File: config.mk
export PLATFORM = sky130hd
export DESIGN_NAME = ap_ctrl_hs_driver
export DESIGN_NICKNAME = d
export VERILOG_FILES = /design/src/rtl/ap_ctrl_hs_driver.sv
export SDC_FILE = /design/constraint.sdc
export NUM_CORES = 1
export LEC_CHECK = 0
export CELL_PAD_IN_SITES_DETAIL_PLACEMENT = 0
export CELL_PAD_IN_SITES_GLOBAL_PLACEMENT = 2
export CORE_MARGIN = 5
export CORE_UTILIZATION = 28
export CTS_CLUSTER_DIAMETER = 200
export CTS_CLUSTER_SIZE = 8
export DETAILED_ROUTE_END_ITERATION = 6
export HOLD_SLACK_MARGIN = 0.1
export PLACE_DENSITY = 0.81
export SLEW_MARGIN = 20
export SYNTH_ARGS = -nofsm -noshare
export SYNTH_HDL_FRONTEND = slang
export SYNTH_SLANG_ARGS = --single-unit
File: constraint.sdc
create_clock -name clock_i -period 4.6 [get_ports clock_i]
set_input_delay 0.46 -clock clock_i [delete_from_list [all_inputs] [get_ports clock_i]]
set_output_delay 0.46 -clock clock_i [all_outputs]
set_load 0.01 [all_outputs]
File: src/rtl/ap_ctrl_hs_driver.sv
// Initiator for the ap_ctrl_hs block-level handshake: issues N starts into an HLS core, retires ap_done pulses.
// Latency: ap_start is a registered-state decode; counters and status update one cycle after each handshake.
// Backpressure: ap_start holds until ap_ready; issue stalls at MAX_OUT in flight; cmd_ready only in IDLE.
// Optional latency statistics (timestamp FIFO, cycle counter) are built when LATENCY_STATS_EN is defined.
module ap_ctrl_hs_driver #(
  parameter int unsigned NUM_W   = 16,
  parameter int unsigned CNT_W   = 32,
  parameter int unsigned MAX_OUT = 4
) (
  input  logic             clock_i,
  input  logic             reset_i,
  input  logic             cmd_valid_i,
  output logic             cmd_ready_o,
  input  logic [NUM_W-1:0] cmd_count_i,
  output logic             ap_start_o,
  input  logic             ap_ready_i,
  input  logic             ap_done_i,
  output logic             ap_continue_o,
  output logic             busy_o,
  output logic             done_pulse_o,
  output logic [NUM_W-1:0] issued_o,
  output logic [NUM_W-1:0] completed_o,
  output logic             proto_err_o,
  output logic [CNT_W-1:0] last_latency_o,
  output logic [CNT_W-1:0] max_latency_o
);

  typedef enum logic [1:0] {
    S_IDLE  = 2'd0,
    S_RUN   = 2'd1,
    S_DRAIN = 2'd2,
    S_DONE  = 2'd3
  } state_t;

  state_t           state_q, state_d;
  logic [NUM_W-1:0] count_q, count_d;
  logic [NUM_W-1:0] issued_q, issued_d;
  logic [NUM_W-1:0] completed_q, completed_d;
  logic             proto_err_q, proto_err_d;

  logic             accept;
  logic [NUM_W-1:0] outstanding;
  logic             start_w;
  logic             start_hs;
  logic             retire;
  logic             bad_done;

  assign accept      = cmd_valid_i && (state_q == S_IDLE);
  assign outstanding = issued_q - completed_q;
  // Depends on registered state only, so ap_start cannot drop mid-handshake.
  assign start_w     = (state_q == S_RUN) && (outstanding < NUM_W'(MAX_OUT));
  assign start_hs    = start_w && ap_ready_i;
  // A done in the same cycle as a start is legal even with nothing in flight (combinational core).
  assign retire      = ap_done_i && ((outstanding != '0) || start_hs);
  assign bad_done    = ap_done_i && !retire;

  // Next-state for the command length, issue/complete counters and the sticky protocol error.
  always_comb begin
    count_d     = count_q;
    issued_d    = issued_q;
    completed_d = completed_q;
    proto_err_d = proto_err_q;
    if (accept) begin
      count_d     = cmd_count_i;
      issued_d    = '0;
      completed_d = '0;
      proto_err_d = 1'b0;
    end else begin
      if (start_hs) issued_d    = issued_q + NUM_W'(1);
      if (retire)   completed_d = completed_q + NUM_W'(1);
    end
    if (bad_done) proto_err_d = 1'b1;
  end

  // Counter registers; reset aborts any run in progress.
  always_ff @(posedge clock_i) begin
    if (reset_i) begin
      count_q     <= '0;
      issued_q    <= '0;
      completed_q <= '0;
      proto_err_q <= 1'b0;
    end else begin
      count_q     <= count_d;
      issued_q    <= issued_d;
      completed_q <= completed_d;
      proto_err_q <= proto_err_d;
    end
  end

  // Sequencer next state: issue all starts, wait for all dones, pulse once, return to idle.
  always_comb begin
    state_d = state_q;
    case (state_q)
      S_IDLE:  if (accept) state_d = (cmd_count_i == '0) ? S_DONE : S_RUN;
      S_RUN:   if (start_hs && ((issued_q + NUM_W'(1)) == count_q)) state_d = S_DRAIN;
      S_DRAIN: if (completed_d == count_q) state_d = S_DONE;
      S_DONE:  state_d = S_IDLE;
      default: state_d = S_IDLE;
    endcase
  end

  // Sequencer state register.
  always_ff @(posedge clock_i) begin
    if (reset_i) state_q <= S_IDLE;
    else         state_q <= state_d;
  end

  assign cmd_ready_o   = (state_q == S_IDLE);
  assign busy_o        = (state_q != S_IDLE);
  assign done_pulse_o  = (state_q == S_DONE);
  assign ap_start_o    = start_w;
  assign ap_continue_o = 1'b1;
  assign issued_o      = issued_q;
  assign completed_o   = completed_q;
  assign proto_err_o   = proto_err_q;

`ifdef LATENCY_STATS_EN
  localparam int unsigned PTR_W = (MAX_OUT > 1) ? $clog2(MAX_OUT) : 1;

  // FIFO occupancy always equals outstanding, so no separate fill count is kept.
  logic [CNT_W-1:0] ts_mem_q [MAX_OUT];
  logic [PTR_W-1:0] wr_ptr_q, wr_ptr_d;
  logic [PTR_W-1:0] rd_ptr_q, rd_ptr_d;
  logic [CNT_W-1:0] cycle_q, cycle_d;
  logic [CNT_W-1:0] last_q, last_d;
  logic [CNT_W-1:0] max_q, max_d;
  logic [CNT_W-1:0] lat;
  logic             bypass;
  logic             push;
  logic             pop;

  function automatic logic [PTR_W-1:0] ptr_inc(input logic [PTR_W-1:0] p);
    return (p == PTR_W'(MAX_OUT - 1)) ? '0 : p + PTR_W'(1);
  endfunction

  // Start and done in one cycle with nothing queued: zero latency, the timestamp is never stored.
  assign bypass = retire && (outstanding == '0);
  assign push   = start_hs && !bypass;
  assign pop    = retire && !bypass;
  assign lat    = bypass ? '0 : (cycle_q - ts_mem_q[rd_ptr_q]);

  // Next state for cycle counter, FIFO pointers and latency statistics.
  always_comb begin
    cycle_d  = cycle_q + CNT_W'(1);
    wr_ptr_d = wr_ptr_q;
    rd_ptr_d = rd_ptr_q;
    last_d   = last_q;
    max_d    = max_q;
    if (accept) begin
      cycle_d  = '0;
      wr_ptr_d = '0;
      rd_ptr_d = '0;
      max_d    = '0;
    end else begin
      if (push) wr_ptr_d = ptr_inc(wr_ptr_q);
      if (pop)  rd_ptr_d = ptr_inc(rd_ptr_q);
      if (retire) begin
        last_d = lat;
        if (lat >= max_q) max_d = lat;
      end
    end
  end

  // Statistics registers.
  always_ff @(posedge clock_i) begin
    if (reset_i) begin
      cycle_q  <= '0;
      wr_ptr_q <= '0;
      rd_ptr_q <= '0;
      last_q   <= '0;
      max_q    <= '0;
    end else begin
      cycle_q  <= cycle_d;
      wr_ptr_q <= wr_ptr_d;
      rd_ptr_q <= rd_ptr_d;
      last_q   <= last_d;
      max_q    <= max_d;
    end
  end

  // Timestamp storage; contents are only read behind a valid read pointer, so no reset is needed.
  always_ff @(posedge clock_i) begin
    if (push) ts_mem_q[wr_ptr_q] <= cycle_q;
  end

  assign last_latency_o = last_q;
  assign max_latency_o  = max_q;
`else
  assign last_latency_o = '0;
  assign max_latency_o  = '0;
`endif

endmodule

==> flow_summary.toml, run 1 <==
[run_status]
status = "complete, no violations"

[timing]
worstMarginPinSlew_ns = 0.7462
fin_worst_skew_ns = 0.01549
relSlewSlack_pct = 48.97
finalSetupViolCount = 0
slew_violations = 0
fin_tns_setup_ns = 0
fmax_ghz = 0.2276
fin_crit_sh_pct = 95.53
fin_crit_ns = 4.394
grt_setup_unrepaired = "false"
finalHoldViolations = 0

[synthesis]
ys_warn_count = 0
ys_types = 85
synth.top_cell.area_share_pct = 19.57
synth.area.top_cells = "dfxtp_1, buf_4, nand2_1"
synth_enable_flop_cells = 0
netlist_instances = 712
async_flop_share_pct = 0
yosysSeqAreaShare_pct = 19.57
synth.most_common_cell = "nand2_1"
synth_common_cells = "nand2_1, buf_4, nor2_1"
ys_ff_latch = 51
syn_area_um2 = 5218
syn_area_per_cell_um2 = 7.328
synth_area_leader_cell = "dfxtp_1"
ys.flop_type = "dfxtp_1"

[global_route]
grt_max_degree = 33
overflow = 0
track_usage_pct = 16.40
grt_pass1_wl_um = 27920
grt_pass1_vias = 4730
antenna_found_initial = 0

[finish]
insertedDiodeCount = 0
syn2layout_area_growth_pct = 16.43
drive_above_1_share_pct = 10.44
utilization_pct = 32.80
fin_nets = 817
stdcell_count = 1010
fill_cells = 2032

[drt]
detail_route.iter0.violations = 365
ant_nets = 0
wl_per_cell_um = 18.01
drc = 0
vias = 5179
wirelength_um = 18190
viasPerCell = 5.128
drt_first_pass_iters = 5

[power]
leakage_nw = 2.336
pwr_density_cell_nw_per_um2 = 298.8
irDropWorstVdd_mv = 0.1499

[clock_tree]
numCtsBuffers = 5
cts.sinks = 51
clock-root-buffer = "clkbuf_16"
cts_tree = "done"
clk-insertion-delay-late_ns = 0.31
cts.path.max_buffers = 2
cts.clk_slew.worst_paths_ns = 0.07
htreeDepth = 2

[flow_run]
maxCapViolations = 0

[die]
start_util_pct = 28.18
ioPinCount = 123
die_h_um = 146.5
die_width_um = 146.5
rows = 50
core_area_um2 = 18520
dieArea_um2 = 21460

[placement]
place.gp.congestion = 0.9016
port_buffers = 57
dp_hpwl_um = 14660
placedCellCount = 1002

[hold_path]
hp-class = "reg2reg"

[setup_path]
arrival_ns = 3.93
required_ns = 4.14
crit_fanout = 7
criticalPathCategory = "reg2out"
start_kind = "flip-flop"
end_kind = "output pin"
## report_power, final
group | switching (mW) | total, mW | internal [mW]
logic | 0.494 | 0.815 | 0.321
clock network | 0.187 | 0.461 | 0.274
registers | 0.0677 | 0.540 | 0.472
## path summary, 6_finish.rpt
| check | depth (start not counted) | slack [ns] | endpoint | startpoint |
|---|---|---|---|---|
| setup / recovery | 11 | 0.21 | ap_start_o | completed_o[4]$_SDFF_PP0_ |
| hold / removal | 2 | 0.55 | completed_o[1]$_SDFF_PP0_ | completed_o[1]$_SDFF_PP0_ |
| setup reg to reg | 14 | 0.33 | state_q[1]$_SDFFE_PP0P_ | completed_o[4]$_SDFF_PP0_ |
| hold reg to reg | 2 | 0.55 | completed_o[1]$_SDFF_PP0_ | completed_o[1]$_SDFF_PP0_ |
## timing repair
item	in CTS	in global routing
gates resized for setup	0	1
hold buffers	0	0
setup buffers	0	0
setup endpoints to repair	0	2
## placed cells by master (no fill, tap or decap), drive strengths merged, types with 10 or more instances in the layout
master / instances
or3: 10
dfxtp: 51
nor3: 15
nor4: 12
a21oi: 51
conb: 65
inv: 36
xnor2: 29
nor2: 60
ha: 21
nand3: 27
o21ai: 32
nand4: 19
xor2: 19
nand2: 79
buf: 35
nand2b: 12
clkdlybuf4s50: 57
## through the flow
stage,hold slack (ns),area [um2],worst slack [ns],power (mW)
floorplan,0.4816,5454,0.7373,1.130
CTS,0.5529,6073,0.1193,1.822
finish,0.5466,6075,0.2056,1.815
global route,0.5865,6075,0.01137,1.928
global placement,0.5400,5896,0.4656,1.358
detailed placement,0.5429,5896,0.3200,1.355
## worst max-delay path: stages, from the launching register on
cell,delay [ns]
dfxtp_1,0.45
inv_1,0.13
ha_1,0.35
and2_4,0.16
a221o_1,0.35
o21ai_0,0.47
a211o_1,0.21
o211ai_1,0.11
a21oi_1,0.37
and3_2,0.35
and2_1,0.16
clkdlybuf4s50_1,0.53
## final cells by class
| class | count | area, um2 | area share (%) |
|---|---|---|---|
| clock buffers | 6 | 138.9 | 2.286 |
| clock inverters | 2 | 38.79 | 0.6385 |
| inverters | 35 | 131.4 | 2.163 |
| multi-input cells | 590 | 3618 | 59.57 |
| flip-flops and latches | 51 | 1021 | 16.81 |
| well taps | 234 | 292.8 | 4.820 |
| repair buffers | 92 | 833.3 | 13.72 |
## state kept, by name, summed over array words and instances (netlist names)
| register | cells |
|---|---|
| state_q | 2 |
| proto_err_o | 1 |
| issued_o | 16 |
| completed_o | 16 |
| count_q | 16 |
## kinds of logic after synthesis
logic type | count (synthesis) | synth area share, %
compound gates | 174 | 23.33
flops | 51 | 19.57
xor+xnor | 48 | 8.057
buf+inv | 134 | 15.68
simple gates | 273 | 26.31
other cells | 2 | 0.1439
fa+ha+maj | 21 | 5.036
mux | 9 | 1.870
## per-layer routing
metal / track usage [%] / up-vias / part of all wire [%] / routed length, um
met2: 25.91 / 167 / 44 / 7976
li1: - / 2549 / - / -
met4: 4.892 / 0 / 2.5 / 446
met3: 3.042 / 26 / 5.5 / 1008
met1: 22.74 / 2437 / 48 / 8760
met5: 0 / - / 0 / 0
(Power assumes the default switching activity.)
==> run 2, diff against run 1 <==
--- a/config.mk
+++ b/config.mk
@@ -8,12 +8,12 @@
 export CELL_PAD_IN_SITES_DETAIL_PLACEMENT = 0
 export CELL_PAD_IN_SITES_GLOBAL_PLACEMENT = 2
 export CORE_MARGIN = 5
-export CORE_UTILIZATION = 28
+export CORE_UTILIZATION = 26
 export CTS_CLUSTER_DIAMETER = 200
 export CTS_CLUSTER_SIZE = 8
 export DETAILED_ROUTE_END_ITERATION = 6
 export HOLD_SLACK_MARGIN = 0.1
-export PLACE_DENSITY = 0.81
+export PLACE_DENSITY = 0.79
 export SLEW_MARGIN = 20
 export SYNTH_ARGS = -nofsm -noshare
 export SYNTH_HDL_FRONTEND = slang
==> constraint.sdc (replaced) <==
create_clock -name clock_i -period 3.6 [get_ports clock_i]
set_input_delay 0.36 -clock clock_i [delete_from_list [all_inputs] [get_ports clock_i]]
set_output_delay 0.36 -clock clock_i [all_outputs]
set_load 0.01 [all_outputs]
==> run 2 against run 1 <==
  * The flow now finishes with violations (negative setup slack)
  * Highest routed layer unchanged
  * Combinational power is 68% higher
  * Final area is 20% higher
  * Largest cell class unchanged
  * Clock skew is 0.0089 ns lower
  * Hold slack improved by 0.027 ns
  * Wire length grew 9.3%
  * Clock power up 14%
  * Die area up 7.2%
  * Global-route usage grew 0.45 points
==> flow_summary.toml, run 2 (synthesized netlist as in run 1, its figures left out) <==
[global_route]
track_usage_pct = 16.85
grt_max_degree = 21
antenna_found_initial = 0
grt_pass1_wl_um = 30240
grt_pass1_vias = 5385
overflow = 0

[drt]
wl_per_cell_um = 17.19
met1_length_um = 9435
highest_layer = "met4"
drt_first_pass_iters = 5
viasPerCell = 4.879
met2WireLength_um = 9071
ant_nets = 0
dr_wl_met3_um = 1060
drc = 0
wirelength_um = 19890
vias = 5645
detail_route.iter0.violations = 451

[finish]
layout_commonest_cell = "buf_4"
mostFrequentLayoutCells = "buf_4, nand2_1, conb_1"
fin_nets = 933
multi_input_area_um2 = 3920
insertedDiodeCount = 0
drive_above_1_share_pct = 27.69
fill_cells = 2088
register_area_um2 = 1047
syn2layout_area_growth_pct = 40.14

[hold_path]
whs_path_depth = 2
hp-class = "reg2reg"
hp-start = "count_q[8]$_SDFFE_PP0P_"
min_to = "count_q[8]$_SDFFE_PP0P_"

[timing]
finalHoldViolations = 0
finalSetupViolCount = 2
relSlewSlack_pct = 59.36
fin_crit_ns = 3.718
finalWorstSetupSlack_ns = -0.1178
fmax_ghz = 0.2690
worstMarginPinSlew_ns = 0.6095
grt_setup_unrepaired = "true"
slew_violations = 0
fin_worst_skew_ns = 0.006625
fin_crit_sh_pct = 103.3

[setup_path]
start_kind = "flip-flop"
rrSetupSlack_ns = -0.12
required_ns = 3.80
crit_buf_inv = 3
arrival_ns = 3.92
worst-r2r-cell-count = 16
end_kind = "flip-flop"
crit_slowest_cell = "dfxtp_4"
crit_family = "compound AO/OA/AOI/OAI gates"
slowest_delay_ns = 0.36
reg2reg_to = "state_q[1]$_SDFFE_PP0P_"
crit_fanout = 7
path_cells = "inv_4, ha_4, and2_4, a221o_1, or3_1, a22o_1, nor4_4, nand4_1, o31ai_4, buf_6, buf_6, a21oi_2, o211ai_2, o211ai_1, o32ai_2, mux2_4"
criticalPathCategory = "reg2reg"
timing.rr.start = "completed_o[3]$_SDFF_PP0_"
crit_top_cell = "buf_6"

[clock_tree]
cts_hold_buffers = 0
clk-insertion-delay-late_ns = 0.31
cts.clk_slew.worst_paths_ns = 0.08
cts.sinks = 51
numCtsBuffers = 5
htreeDepth = 2
cts.path.max_buffers = 2
cts_tree = "done"
clock-root-buffer = "clkbuf_16"

[power]
switching_share_pct = 41.25
pwr_density_cell_nw_per_um2 = 350.0
irDropWorstVdd_mv = 0.1774
internal_power_mw = 1.504
pwr-share-comb_pct = 53.5
power.switching_mw = 1.056
clkPwrFrac_pct = 20.5
leakage_nw = 2.965
p_total_mw = 2.559
power.share.sequential_pct = 26.0

[die]
die_width_um = 151.7
die_h_um = 151.7
start_util_pct = 26.63
dieArea_um2 = 23000
core_area_um2 = 19590
rows = 51
ioPinCount = 123

[placement]
post-place-ws_ns = -0.2726
dp_hpwl_um = 16020
port_buffers = 57
place.gp.congestion = 0.8885

[run_status]
status = "complete, but fails checks"
violations = "negative setup slack"

[flow_run]
maxCapViolations = 0
==> run 2: how the worst max path moves through the flow <==
stage	startpoint	to	slack, ns	cells after the start
after global routing	completed_o[4]$_SDFF_PP0_	state_q[1]$_SDFFE_PP0P_	-0.24	16
after detailed placement	completed_o[3]$_SDFF_PP0_	state_q[1]$_SDFFE_PP0P_	-0.27	14
after floorplan	completed_o[1]$_SDFF_PP0_	state_q[1]$_SDFFE_PP0P_	-0.03	15
final	completed_o[3]$_SDFF_PP0_	state_q[1]$_SDFFE_PP0P_	-0.12	16
after CTS	completed_o[1]$_SDFF_PP0_	state_q[1]$_SDFFE_PP0P_	-0.08	14
after global placement	completed_o[5]$_SDFF_PP0_	state_q[1]$_SDFFE_PP0P_	-0.21	17
==> run 2: area by class of cell <==
class                   count  share of cell area, %
clock buffers               5                  1.711
clock inverters             3                 0.3080
inverters                  35                  1.831
multi-input cells         590                  53.61
flip-flops and latches     51                  14.32
well taps                 265                  4.535
repair buffers            208                  23.68
==> run 2: layer usage <==
layer	GRT usage, %	up-vias
met4	3.998	0
met5	0	-
met1	23.86	2679
li1	-	2769
met2	27.13	179
met3	2.261	18
==> run 2: stage by stage <==
step | util [%] | TNS (ns) | hold slack (ns) | instance area [um2] | cells
after global placement | 35.05 | -0.6535 | 0.5490 | 6867 | 1139
after global routing | 37.33 | -0.4414 | 0.6308 | 7312 | 1157
after floorplan | - | -0.02919 | 0.4816 | 5574 | 775
after CTS | 37.10 | -0.08432 | 0.5738 | 7267 | 1154
final | 37.33 | -0.1561 | 0.5731 | 7312 | 1157
after detailed placement | 35.05 | -0.9798 | 0.5580 | 6867 | 1139
==> run 2: power by group through the flow <==
stage | clock network (mW) | registers [mW] | logic [mW]
after floorplan | 0 | 0.647 | 0.805
after global placement | 0 | 0.677 | 1.26
after detailed placement | 0 | 0.679 | 1.25
after CTS | 0.539 | 0.665 | 1.33
after global routing | 0.558 | 0.670 | 1.48
final | 0.525 | 0.664 | 1.37
==> run 2: timing repair <==
| item | CTS | global route |
|---|---|---|
| setup endpoints to repair | 10 | 4 |
| setup buffers | 7 | 3 |
| resized for setup | 39 | 10 |
| pin swaps | 19 | 5 |
==> run 2: worst register-to-register path, cell delays in order (launching register included) <==
cell,delay [ns]
dfxtp_4,0.36
inv_4,0.04
ha_4,0.20
and2_4,0.16
a221o_1,0.31
or3_1,0.35
a22o_1,0.22
nor4_4,0.21
nand4_1,0.22
o31ai_4,0.28
buf_6,0.17
buf_6,0.10
a21oi_2,0.03
o211ai_2,0.13
o211ai_1,0.13
o32ai_2,0.36
mux2_4,0.33
